`config.mk`:
```
export PLATFORM = sky130hd
export DESIGN_NAME = eff_1_clip
export DESIGN_NICKNAME = d
export VERILOG_FILES = /design/src/rtl/eff_1_clip.sv
export SDC_FILE = /design/constraint.sdc
export NUM_CORES = 1
export LEC_CHECK = 0
export BUFFER_PORTS_ARGS = -buffer_cell sky130_fd_sc_hd__buf_2
export CAP_MARGIN = 20
export CORE_AREA = 8 8 45 47
export DETAILED_ROUTE_END_ITERATION = 16
export DIE_AREA = 0 0 53 55
export PLACE_DENSITY = 0.64
export SLEW_MARGIN = 10
export SYNTH_ARGS = -nofsm -noshare
export SYNTH_HDL_FRONTEND = slang
export SYNTH_SLANG_ARGS = --single-unit
```
`constraint.sdc`:
```
create_clock -name i_clk -period 1.3 [get_ports i_clk]
set_input_delay 0.26 -clock i_clk [delete_from_list [all_inputs] [get_ports i_clk]]
set_output_delay 0.26 -clock i_clk [all_outputs]
set_load 0.02 [all_outputs]
```
`src/rtl/eff_1_clip.sv`:
```
// ---------------------------------------------------------------------------
// eff_1_clip -- hard-clipping effect stage for the unsigned 8-bit sample
// stream between the UART byte receiver and the transmit/playback path.
//
// Each sample strobed in on data_valid is limited to [CLIP_LO, CLIP_HI] and
// registered; the result is held until the next accepted sample.
//
// Parameters
//   CLK_FREQ  system clock frequency in Hz (informational)
//   DATA_W    sample width, unsigned
//   CLIP_HI   upper clip level (0 .. 2^DATA_W-1)
//   CLIP_LO   lower clip level, must not exceed CLIP_HI
//
// Ports
//   i_clk          system clock, rising edge
//   i_rst          synchronous active-high reset
//   data_valid     single-cycle strobe qualifying receive_byte
//   receive_byte   input sample
//   clipping_byte  registered clipped sample, held between strobes
//   o_valid        one-cycle pulse: clipping_byte updated on this edge
//   o_clipped      last accepted sample was limited (high or low)
//   clip_count     16-bit saturating count of clipped samples
//                  (only when EFF_1_CLIP_COUNT_EN is defined)
//
// Optional feature macro: EFF_1_CLIP_COUNT_EN
// ---------------------------------------------------------------------------
module eff_1_clip #(
  parameter int CLK_FREQ = 50_000_000,
  parameter int DATA_W   = 8,
  parameter int CLIP_HI  = 200,
  parameter int CLIP_LO  = 0
) (
  input  logic              i_clk,
  input  logic              i_rst,
  input  logic              data_valid,
  input  logic [DATA_W-1:0] receive_byte,
  output logic [DATA_W-1:0] clipping_byte,
  output logic              o_valid,
  output logic              o_clipped
`ifdef EFF_1_CLIP_COUNT_EN
  ,
  output logic [15:0]       clip_count
`endif
);

  localparam logic [DATA_W-1:0] HI_Q = DATA_W'(CLIP_HI);
  localparam logic [DATA_W-1:0] LO_Q = DATA_W'(CLIP_LO);

  // Elaboration-time sanity checks on the configuration.
  if (CLIP_LO > CLIP_HI) begin : g_bad_order
    $error("eff_1_clip: CLIP_LO must not exceed CLIP_HI");
  end
  if (CLIP_LO < 0 || CLIP_HI > (2 ** DATA_W) - 1) begin : g_bad_range
    $error("eff_1_clip: clip levels outside 0..2^DATA_W-1");
  end
  if (CLK_FREQ <= 0) begin : g_bad_clk
    $error("eff_1_clip: CLK_FREQ must be positive");
  end

  // Select the limited sample; returns {clipped_flag, sample}.
  function automatic logic [DATA_W:0] clip_sample(
    input logic [DATA_W-1:0] v,
    input logic              above_hi,
    input logic              below_lo
  );
    logic [DATA_W:0] r;
    r = {1'b0, v};
    if (above_hi)      r = {1'b1, HI_Q};
    else if (below_lo) r = {1'b1, LO_Q};
    return r;
  endfunction

  // Increment that sticks at all-ones instead of wrapping.
  function automatic logic [15:0] sat_inc16(input logic [15:0] c);
    return (c == 16'hFFFF) ? c : c + 16'd1;
  endfunction

  // ---- Stage p0: compare against the clip levels ----
  logic              above_hi_p0;
  logic              below_lo_p0;
  logic [DATA_W-1:0] byte_p0;
  logic              clipped_p0;

  // A level sitting at the edge of the sample range can never be crossed,
  // so its comparator is tied off rather than built as a constant compare.
  if (CLIP_HI < (2 ** DATA_W) - 1) begin : g_hi_cmp
    assign above_hi_p0 = receive_byte > HI_Q;
  end else begin : g_hi_none
    assign above_hi_p0 = 1'b0;
  end

  if (CLIP_LO > 0) begin : g_lo_cmp
    assign below_lo_p0 = receive_byte < LO_Q;
  end else begin : g_lo_none
    assign below_lo_p0 = 1'b0;
  end

  always_comb begin
    {clipped_p0, byte_p0} = clip_sample(receive_byte, above_hi_p0, below_lo_p0);
  end

  // ---- Stage p1: output register ----
  logic [DATA_W-1:0] byte_p1;
  logic              clipped_p1;
  logic              vld_p1;

  always_ff @(posedge i_clk) begin
    if (i_rst) begin
      byte_p1    <= '0;
      clipped_p1 <= 1'b0;
      vld_p1     <= 1'b0;
    end else begin
      vld_p1 <= data_valid;
      if (data_valid) begin
        byte_p1    <= byte_p0;
        clipped_p1 <= clipped_p0;
      end
    end
  end

  assign clipping_byte = byte_p1;
  assign o_clipped     = clipped_p1;
  assign o_valid       = vld_p1;

`ifdef EFF_1_CLIP_COUNT_EN
  logic [15:0] cnt_p1;

  always_ff @(posedge i_clk) begin
    if (i_rst) begin
      cnt_p1 <= '0;
    end else if (data_valid && clipped_p0) begin
      cnt_p1 <= sat_inc16(cnt_p1);
    end
  end

  assign clip_count = cnt_p1;
`endif

endmodule

```
**After elaboration in Yosys (flattened, before gate mapping)**

Index checks and enable logic that the tools add are counted.

- Register bits: 10
- Logic and storage cells: 5

- Muxes and demuxes: 1
- Magnitude comparators: 1

Operator list:

| cell | count |
|---|---|
| $mux 9 | 1 |
| $gt 8x8->1 const B | 1 |

**Longest topological paths before layout**

Gate-level depths: netlist (run 1).

- Word-level depth: 2
- Depth in mapped cells: 3

**Worst setup path after synthesis (run 1)**

OpenSTA, ideal clock, no wires.

- Path type: in2reg
- Start point: in receive_byte[0]
- End point: reg clipped_p1, in the netlist o_clipped
- Required time: 1168 ps
- Stages: 3
- Arrival time: 766 ps
- Slack: 402 ps
- Library setup time: 132 ps
- Cells stage by stage: o31a_1 -> o2111ai_1 -> a21oi_1

- Word-level cells in the longest chain between the ends: 2

Ends and longest elaborated chain:

| what | RTL line | text |
|---|---|---|
| start: declaration | 36 | `input logic [DATA_W-1:0] receive_byte,` |
| $gt 8x8->1 | 87 | `assign above_hi_p0 = receive_byte > HI_Q;` |
| $mux 9 | 68 | `if (above_hi) r = {1'b1, HI_Q};` |
| end signal: assignment | 116 | `clipped_p1 <= clipped_p0;` |
| end: declaration | 104 | `logic clipped_p1;` |

Every way passes these cells.
A chain may end at the register's enable or synchronous reset.

**Worst setup path in the final report (run 1)**

- Start point: reg byte_p1[1], in the netlist clipping_byte[1]
- End point: out clipping_byte[1]

RTL lines:

| what | RTL line | text |
|---|---|---|
| start: declaration | 103 | `logic [DATA_W-1:0] byte_p1;` |
| start signal: assignment | 115 | `byte_p1 <= byte_p0;` |
| end: declaration | 37 | `output logic [DATA_W-1:0] clipping_byte,` |

No word-level cell between the ends.

==> impl_results.md, run 1 <==
- Pwr Total: roughly 0.64 mW
- Power Density: 1192 mW/mm^2
- Fmax: slightly below 1000 MHz
- I/O pin total: 21
- Layout cells sized above 1: 42.86%
- Setup Buffers After CTS: 0
- WL/cell: 12.70 um
- Slew @ Worst Pin: 0.2615 ns
- CP peak stage delay: 0.34 ns
- Row count: 14
- Max stage delay cell, worst path: dfxtp_1
- Worst VDD drop: 400.2 uV
- Initial antenna violation count: 0
- Fin. Hold Viols: 0
- Worst EP arrival: 0.77 ns
- Syn_nets: 53
- Commonest non-fill, non-tap cell in the layout: buf_2
- CTS Buffer Depth: 2
- Final min period: roughly 1.0 ns
- Num CTS Buffers: 3
- Status: finished, final reports clean
- Vias: 377
- Synth-to-Final Area Change: 31.00%
- Crit Path Class: flip-flop to output port
- Placed Cells: 76
- Final wirelength: 1.003 mm
- Core area: 0.001384 sq mm
- Placed Area: a little over 500 sq um
- Most frequent cells in the layout: 20 x buf_2, 10 x dfxtp_1, 6 x a21oi_1
- Leak: 0.2404 nW
- Die ar.: slightly below 0.003 sq mm
- Cell Count, Final, Fillers Out: around 80
- Die width: ~53 um
- Post-route cell area: 539.3 sq um
- Critical Path Start Type: flip-flop
- H-tree depth: 1
- Total grt overflow: 0
- Port Buffers: 20
- Seq cells post-synth: 10
- First-pass GRT wire length: between 1.5 and 2 mm
- Syn Inst Count: 42
- Buf/Inv on CP: 1
- Setup tns final: 0 ns
- Antenna cells: 0
- ANT nets after route: 0
- Unrepaired setup endpoints after global routing: no
- Clock transition at path regs: roughly 0.060 ns
- Largest net degree at the start of global routing: 18
- Max-slew headroom: about 83%
- Placer Congestion: 0.7535
- Cells along the critical path: buf_2
- Max Fanout on Critical Path: 2
- Required time worst endpoint: around 1.0 ns
- Die H: 55 um
- Tcrit/Tclk final: 79.52%
- Post-Syn Area: 411.6 sq um
- Hold WC Path Type: input port to flip-flop
- Max-Cap Viols: 0
- CP Capture Type: output port
- Final core utilization: between 30% and 40%
- Slew Viols, Final: 0
- Worst reg-to-reg setup slack: 0.63 ns
- CTS sink cnt: 10
- Post-synthesis sequential area ratio: 48.63%
- Root Buffer: clkbuf_4
- Clock latency on the worst-skew pair: approximately 0.26 ns
- First-pass DRT Iterations: 2
- Clock tree from TritonCTS: built
- Residual DRC: 0
- Distinct cells, synth: 18
- Cts hold-fix bufs: 0
- Vias per cell: 4.772
- Nets: 76
- Crit path max-delay family: flip-flops
- Synth warn: 0
- Clock skew: 0 ns
- Resized cells post-CTS: 0
- Drt initial violations: 16
- Initial core utilization: 29.75%
- Vias in the first global route: ~370
- Syn_area_per_cell: 9.801 sq um
- FILL cells: 163
- Total track usage: 7.612%
- Final setup violation count: 0
state kept, by name, indices dropped and copies added, names as in the netlist:
signal and count:
o_valid 1, o_clipped 1, clipping_byte 8
worst paths after layout:
kind | startpoint | to | depth (start not counted)
worst min-delay path | receive_byte[6] | clipping_byte[6] | 3
worst min register to register | clipping_byte[2] | clipping_byte[2] | 2
worst max register to register | clipping_byte[3] | clipping_byte[3] | 2
worst max-delay path | clipping_byte[1] | clipping_byte[1] | 1
final cells by class:
type,count,area (sq um),share of cell area (%)
clock buffer,3,22.52,4.176
timing repair buffer,20,100.1,18.56
sequential,10,200.2,37.12
multi-input combinational,30,196.4,36.43
tap,16,20.02,3.712
cells in the mapped netlist (all sizes together):
library cell | instances | area [sq um]
buf | 1 | 11.26
o31a | 1 | 8.760
nor2b | 1 | 6.260
a31oi | 1 | 6.260
nand3 | 2 | 10.01
nand2 | 1 | 3.750
or2 | 1 | 6.260
a21oi | 6 | 30.03
o211ai | 3 | 22.52
o2111ai | 1 | 8.760
nand2b | 6 | 45.05
clkbuf | 1 | 3.750
mux2i | 2 | 20.02
nor2 | 3 | 11.26
a211oi | 1 | 7.510
dfxtp | 10 | 200.2
nor3 | 1 | 10.01
per-layer routing:
layer  global-route usage, %  routed length (um)
met1                   9.021                 474
met2                   8.984                 361
met5                       0                   0
met4                   6.466                  13
met3                   5.080                 152
cells by family after synthesis:
family / Yosys count / synth area share [%]
DFF: 10 / 48.63
AOI/OAI and AO/OA: 13 / 20.37
muxes: 2 / 4.863
buffers and inverters: 2 / 3.646
and+or+nand+nor: 15 / 22.50
metrics by stage:
step	hold WS, ns	worst slack, ns
finish	0.2876	0.2662
detailed placement	0.4552	0.2667
global placement	0.4535	0.2481
global route	0.2961	0.2198
CTS	0.2838	0.2519
floorplan	0.4072	0.4016
report_power, final:
part	internal, mW	switching [mW]
logic	0.0430	0.0620
registers	0.323	0.00757
clock network	0.107	0.100
total	0.473	0.170
(Power assumes the default switching activity.)
==> run 2: changes to the inputs <==
--- a/config.mk
+++ b/config.mk
@@ -10,7 +10,7 @@
 export CORE_AREA = 8 8 45 47
 export DETAILED_ROUTE_END_ITERATION = 16
 export DIE_AREA = 0 0 53 55
-export PLACE_DENSITY = 0.64
+export PLACE_DENSITY = 0.66
 export SLEW_MARGIN = 10
 export SYNTH_ARGS = -nofsm -noshare
 export SYNTH_HDL_FRONTEND = slang
==> constraint.sdc (replaced) <==
create_clock -name i_clk -period 0.9 [get_ports i_clk]
set_input_delay 0.18 -clock i_clk [delete_from_list [all_inputs] [get_ports i_clk]]
set_output_delay 0.18 -clock i_clk [all_outputs]
set_load 0.02 [all_outputs]
==> run 2 against run 1 <==
Clock skew unchanged. Sequential power up 47%. Core utilization up 8.7 points. Cell count up 7.6%. Worst setup slack worse by 0.26 ns. Critical endpoint is now clipping_byte[3]. Largest cell class unchanged. Largest power group unchanged. Highest routed layer is now met3.
==> impl_results.md, run 2 (synthesis results as in run 1) <==
- Status: finished, final reports clean (unchanged)
- I/O pin total: 21 (unchanged)
- Die width: 53 um (unchanged)
- Setup tns final: 0 ns (unchanged)
- CP peak stage delay: 0.34 ns (about the same)
- Buf/Inv on CP: 1 (unchanged)
- Die H: 55 um (unchanged)
- Final min period: 0.8979 ns
- Max reg flops: 8 (unchanged)
- Drt initial violations: 5 (was 16)
- Max Fanout on Critical Path: 2 (unchanged)
- Required time worst endpoint: 0.72 ns (was 1.04 ns)
- CTS sink cnt: 10 (unchanged)
- Max stage delay cell, worst path: dfxtp_2 (was dfxtp_1)
- Row count: 14 (unchanged)
- Crit Path Class: flip-flop to output port (unchanged)
- Fmax: about 1100 MHz
- Vias per cell: 4.765 (was 4.772)
- Die ar.: 0.002915 sq mm (unchanged)
- Total grt overflow: 0 (unchanged)
- Clock transition at path regs: 0.07 ns (was 0.06 ns)
- First-pass DRT Iterations: 4 (was 2)
- CP Capture Type: output port (unchanged)
- Leak: 0.2857 nW (was 0.2404 nW)
- Total track usage: 8.370% (was 7.612%)
- Root Buffer: clkbuf_4 (unchanged)
- Most frequent cells in the layout: 10 x dfxtp_2, 10 x buf_2, 10 x buf_6 (was 20 x buf_2, 10 x dfxtp_1, 6 x a21oi_1)
- Nets: 82 (was 76)
- Final wirelength: 1.111 mm (was 1.003 mm)
- Fin. Hold Viols: 0 (unchanged)
- Residual DRC: 0 (unchanged)
- Num CTS Buffers: 3 (unchanged)
- Clock latency on the worst-skew pair: 0.26 ns (about the same)
- Tcrit/Tclk final: between 90% and 100%
- Clock tree from TritonCTS: built (unchanged)
- Cell Count, Final, Fillers Out: 85 (was 79)
- Cts hold-fix bufs: 0 (unchanged)
- Largest net degree at the start of global routing: 18 (unchanged)
- WL/cell: 13.07 um (was 12.70 um)
- ANT nets after route: 0 (unchanged)
- CTS Buffer Depth: 2 (unchanged)
- Slew Viols, Final: 0 (unchanged)
- Clock skew: 0 ns (unchanged)
- Antenna cells: 0 (unchanged)
- Core area: 0.001384 sq mm (unchanged)
- Layout cells sized above 1: 62.32% (was 42.86%)
- Port Buffers: 20 (unchanged)
- Hold WC Path Type: input port to flip-flop (unchanged)
- Final core utilization: 47.65% (was 38.97%)
- Worst EP arrival: 0.72 ns (was 0.77 ns)
- Placer Congestion: 0.7393 (was 0.7535)
- Power Density: 1508 mW/mm^2 (was 1192 mW/mm^2)
- Slew @ Worst Pin: 0.2739 ns (was 0.2615 ns)
- Initial core utilization: 29.75% (unchanged)
- Critical Path Start Type: flip-flop (unchanged)
- Final setup violation count: 0 (unchanged)
- Max-Cap Viols: 0 (unchanged)
- Cells along the critical path: buf_6 (was buf_2)
- Crit path max-delay family: flip-flops (unchanged)
- Vias in the first global route: 377 (was 366)
- Placed Cells: 77 (was 76)
- Worst VDD drop: 770.7 uV (was 400.2 uV)
- Vias: 405 (was 377)
- Worst reg-to-reg setup slack: 0.12 ns (was 0.63 ns)
- Max-slew headroom: 81.74% (was 82.57%)
- First-pass GRT wire length: 1.752 mm (was 1.621 mm)
- Initial antenna violation count: 0 (unchanged)
- H-tree depth: 1 (unchanged)
- Unrepaired setup endpoints after global routing: yes (was no)
- Synth-to-Final Area Change: 60.18% (was 31.00%)
## run 2: stage by stage
stage          setup WS, ns  instance area [sq um]  hold slack, ns  power [mW]
3_3_place_gp       -0.07166                  524.3          0.4523      0.6437
2_1_floorplan       0.08163                  411.6          0.3272      0.5795
4_1_cts            -0.01088                  631.9          0.2003      0.9883
3_5_place_dp       -0.05247                  524.3          0.4562      0.6456
5_1_grt            -0.03425                  659.4          0.1861       1.056
6_report           0.002079                  659.4          0.1997      0.9940
## run 2: final cells by class
class                      count  area [sq um]
clock buffer                   3         22.52
fill                         133         724.4
multi-input combinational     30         196.4
sequential                    10         212.7
tap                           16         20.02
timing repair buffer          26         207.7
## run 2: worst reg2reg max path, stage by stage (launching register included)
cell	delay, ns
dfxtp_2	0.33
buf_4	0.12
buf_4	0.12
nand2b_2	0.05
a21oi_1	0.05
## run 2: metal layers
layer / part of all wire [%] / wire length [um] / track usage [%]
met1: 42 / 462 / 9.299
met5: 0 / 0 / 0
met4: 0 / 0 / 2.586
met3: 18 / 205 / 8.289
met2: 40 / 443 / 10.74
## run 2: power breakdown
part,internal (mW),switching (mW),total (mW)
registers,0.472,0.0154,0.487
logic,0.104,0.0956,0.200
clock network,0.154,0.153,0.307
## run 2: final timing paths
path                    start               end  cells past startpoint
max reg2reg  clipping_byte[4]  clipping_byte[4]                      4
max          clipping_byte[3]  clipping_byte[3]                      1
min reg2reg  clipping_byte[2]  clipping_byte[2]                      2
min           receive_byte[2]  clipping_byte[2]                      3
## run 2: what timing repair did
action / 4_1_cts / 5_1_grt
hold endpoints to repair: 0 / 0
gates resized for setup: 28 / 2
endpoints found under the setup margin: 10 / 10
buffers inserted: 2 / 3
==> run 3: changes to the inputs <==
==> constraint.sdc (replaced) <==
create_clock -name i_clk -period 0.8 [get_ports i_clk]
set_input_delay 0.16 -clock i_clk [delete_from_list [all_inputs] [get_ports i_clk]]
set_output_delay 0.16 -clock i_clk [all_outputs]
set_load 0.02 [all_outputs]
==> run 3 against run 2 <==
The flow now finishes with violations (negative setup slack). Final area rose by 7.0%. Register-to-register slack worse by 0.11 ns. Worst setup slack got worse by 0.073 ns. Via count increased by 6.4%. Combinational power up 23%. Critical endpoint unchanged.
==> impl_results.md, run 3 (synthesis results as in run 1) <==
- Crit Path Class: flip-flop to output port (unchanged)
- Max stage delay cell, worst path: dfxtp_2 (unchanged)
- Slew Viols, Final: 0 (unchanged)
- Synth-to-Final Area Change: 71.43% (was 60.18%)
- Most frequent cells in the layout: 11 x buf_6, 10 x dfxtp_2, 10 x buf_2 (was 10 x dfxtp_2, 10 x buf_2, 10 x buf_6)
- Reg2reg path depth: 4 (unchanged)
- Num CTS Buffers: 3 (unchanged)
- Net Sw Frac: 26.02% (was 26.54%)
- Fmax: between 1000 and 1500 MHz
- Status: finished, violations left (was finished, final reports clean)
- Worst reg-to-reg setup slack: 0.01 ns (was 0.12 ns)
- Drt initial violations: 3 (was 5)
- Initial antenna violation count: 0 (unchanged)
- Placer Congestion: 0.7408 (was 0.7393)
- Final WS setup: -0.07122 ns (was 0.002079 ns)
- Cell Count, Final, Fillers Out: 89 (was 85)
- Final setup violation count: 10 (was 0)
- Final wirelength: 1.160 mm (was 1.111 mm)
- Initial core utilization: 29.75% (unchanged)
- Cells along the critical path: buf_6 (unchanged)
- First-pass GRT wire length: 1.842 mm (was 1.752 mm)
- Unrepaired setup endpoints after global routing: yes (unchanged)
- Sequential fraction of design power: 48.5% (was 49.0%)
- Reg area: 212.7 sq um (unchanged)
- Die width: 53 um (unchanged)
- Clock latency on the worst-skew pair: 0.26 ns (about the same)
- Logic pwr share: 21.8% (was 20.1%)
- Failing checks: negative setup slack
- Core area: 0.001384 sq mm (unchanged)
- CTS Buffer Depth: 2 (unchanged)
- Buf/Inv on CP: 1 (unchanged)
- Root Buffer: clkbuf_4 (unchanged)
- I/O pin total: 21 (unchanged)
- Vias in the first global route: 397 (was 377)
- Final core utilization: 50.99% (was 47.65%)
- Switching power total: 0.2943 mW (was 0.2638 mW)
- Pint: 0.8367 mW (was 0.7303 mW)
- CTS sink cnt: 10 (unchanged)
- Clock skew: 0 ns (unchanged)
- Residual DRC: 0 (unchanged)
- Commonest non-fill, non-tap cell in the layout: buf_6
- Slew @ Worst Pin: 0.2702 ns (was 0.2739 ns)
- Max-slew headroom: 81.98% (was 81.74%)
- Total grt overflow: 0 (unchanged)
- Tcrit/Tclk final: 108.9%
- WL/cell: 13.03 um (was 13.07 um)
- Area of the multi-input gates: 209.0 sq um (was 196.4 sq um)
- Critical Path Start Type: flip-flop (unchanged)
- Leak: 0.3123 nW (was 0.2857 nW)
- Vias: 431 (was 405)
- Max Fanout on Critical Path: 2 (unchanged)
- Die ar.: 0.002915 sq mm (unchanged)
- Power Density: 1603 mW/mm^2 (was 1508 mW/mm^2)
- Layout cells sized above 1: 67.12% (was 62.32%)
- Clock tree from TritonCTS: built (unchanged)
- Hold path depth: 3 (unchanged)
- Antenna cells: 0 (unchanged)
- WHS Endpoint: clipping_byte[6] (was clipping_byte[2])
- Clock transition at path regs: 0.06 ns (was 0.07 ns)
- Worst EP arrival: 0.71 ns (was 0.72 ns)
- Fin. Hold Viols: 0 (unchanged)
- Port Buffers: 20 (unchanged)
- Clk network pwr share: 29.6% (was 30.9%)
- Worst VDD drop: 751.8 uV (was 770.7 uV)
- Vias per cell: 4.843 (was 4.765)
- Row count: 14 (unchanged)
- Critical R2R Capture: o_clipped (was clipping_byte[4])
- HPWL after detailed placement: 792.2 um
- Largest net degree at the start of global routing: 18 (unchanged)
- Worst r2r src: o_clipped (was clipping_byte[4])
- Placement Setup Slack: -0.1554 ns (was -0.05247 ns)
- Crit path max-delay family: flip-flops (unchanged)
- FILL cells: 128 (was 133)
- ANT nets after route: 0 (unchanged)
- Max-Cap Viols: 0 (unchanged)
- Hold_sp: receive_byte[6] (was receive_byte[2])
- Nets: 86 (was 82)
- CP Capture Type: output port (unchanged)
- First-pass DRT Iterations: 4 (unchanged)
- Max reg flops: 8 (unchanged)
- Hold WC Path Type: input port to flip-flop (unchanged)
- Placed Cells: 78 (was 77)
- H-tree depth: 1 (unchanged)
- Final min period: about 0.87 ns
- Required time worst endpoint: 0.64 ns (was 0.72 ns)
- Die H: 55 um (unchanged)
- CP peak stage delay: 0.34 ns (about the same)
- Total track usage: 8.648% (was 8.370%)
## run 3: changes by cell type in the layout (fill, tap and decap cells not counted), sizes merged
| cell | before | now |
|---|---|---|
| buf | 26 | 30 |
## run 3: worst max path at each step
stage,from,slack [ns],cells after the start,to
floorplan,receive_byte[0],0.002,3,o_clipped
global placement,receive_byte[0],-0.16,4,o_clipped
detailed placement,receive_byte[0],-0.16,4,o_clipped
CTS,clipping_byte[3],-0.08,1,clipping_byte[3]
global route,clipping_byte[6],-0.11,1,clipping_byte[6]
finish,clipping_byte[3],-0.07,1,clipping_byte[3]
## run 3: power groups by stage
stage | clock network (mW) | registers [mW] | logic (mW)
6_report | 0.335 | 0.549 | 0.247
4_1_cts | 0.350 | 0.548 | 0.224
5_1_grt | 0.388 | 0.552 | 0.266
3_3_place_gp | 0 | 0.549 | 0.179
3_5_place_dp | 0 | 0.549 | 0.180
2_1_floorplan | 0 | 0.584 | 0.0681
## run 3: cell type report
class | count | share of cell area, %
clock buffer | 3 | 3.191
multi-input combinational | 30 | 29.61
timing repair buffer | 30 | 34.22
tap | 16 | 2.837
sequential | 10 | 30.14
## run 3: per-layer routing
layer | global-route usage [%] | vias up | routed length [um]
met2 | 11.52 | 22 | 477
met5 | 0 | - | 0
li1 | - | 216 | -
met4 | 5.172 | 0 | 0
met3 | 6.150 | 0 | 189
met1 | 9.771 | 193 | 493
## run 3: per-stage QoR
| step | setup TNS (ns) | hold WS [ns] | power (mW) | instance area [sq um] |
|---|---|---|---|---|
| after floorplan | 0 | 0.3072 | 0.6519 | 411.6 |
| after global placement | -0.3540 | 0.4374 | 0.7277 | 531.8 |
| after detailed placement | -0.3877 | 0.4470 | 0.7293 | 531.8 |
| after CTS | -0.7124 | 0.1643 | 1.122 | 651.9 |
| after global routing | -0.9971 | 0.1825 | 1.206 | 705.7 |
| final | -0.6277 | 0.1706 | 1.131 | 705.7 |
## run 3: timing repair
action                                  CTS  global route
hold buffers                              0             0
endpoints found under the setup margin   10            10
gates resized for setup                  30             4
setup buffers                             3             5
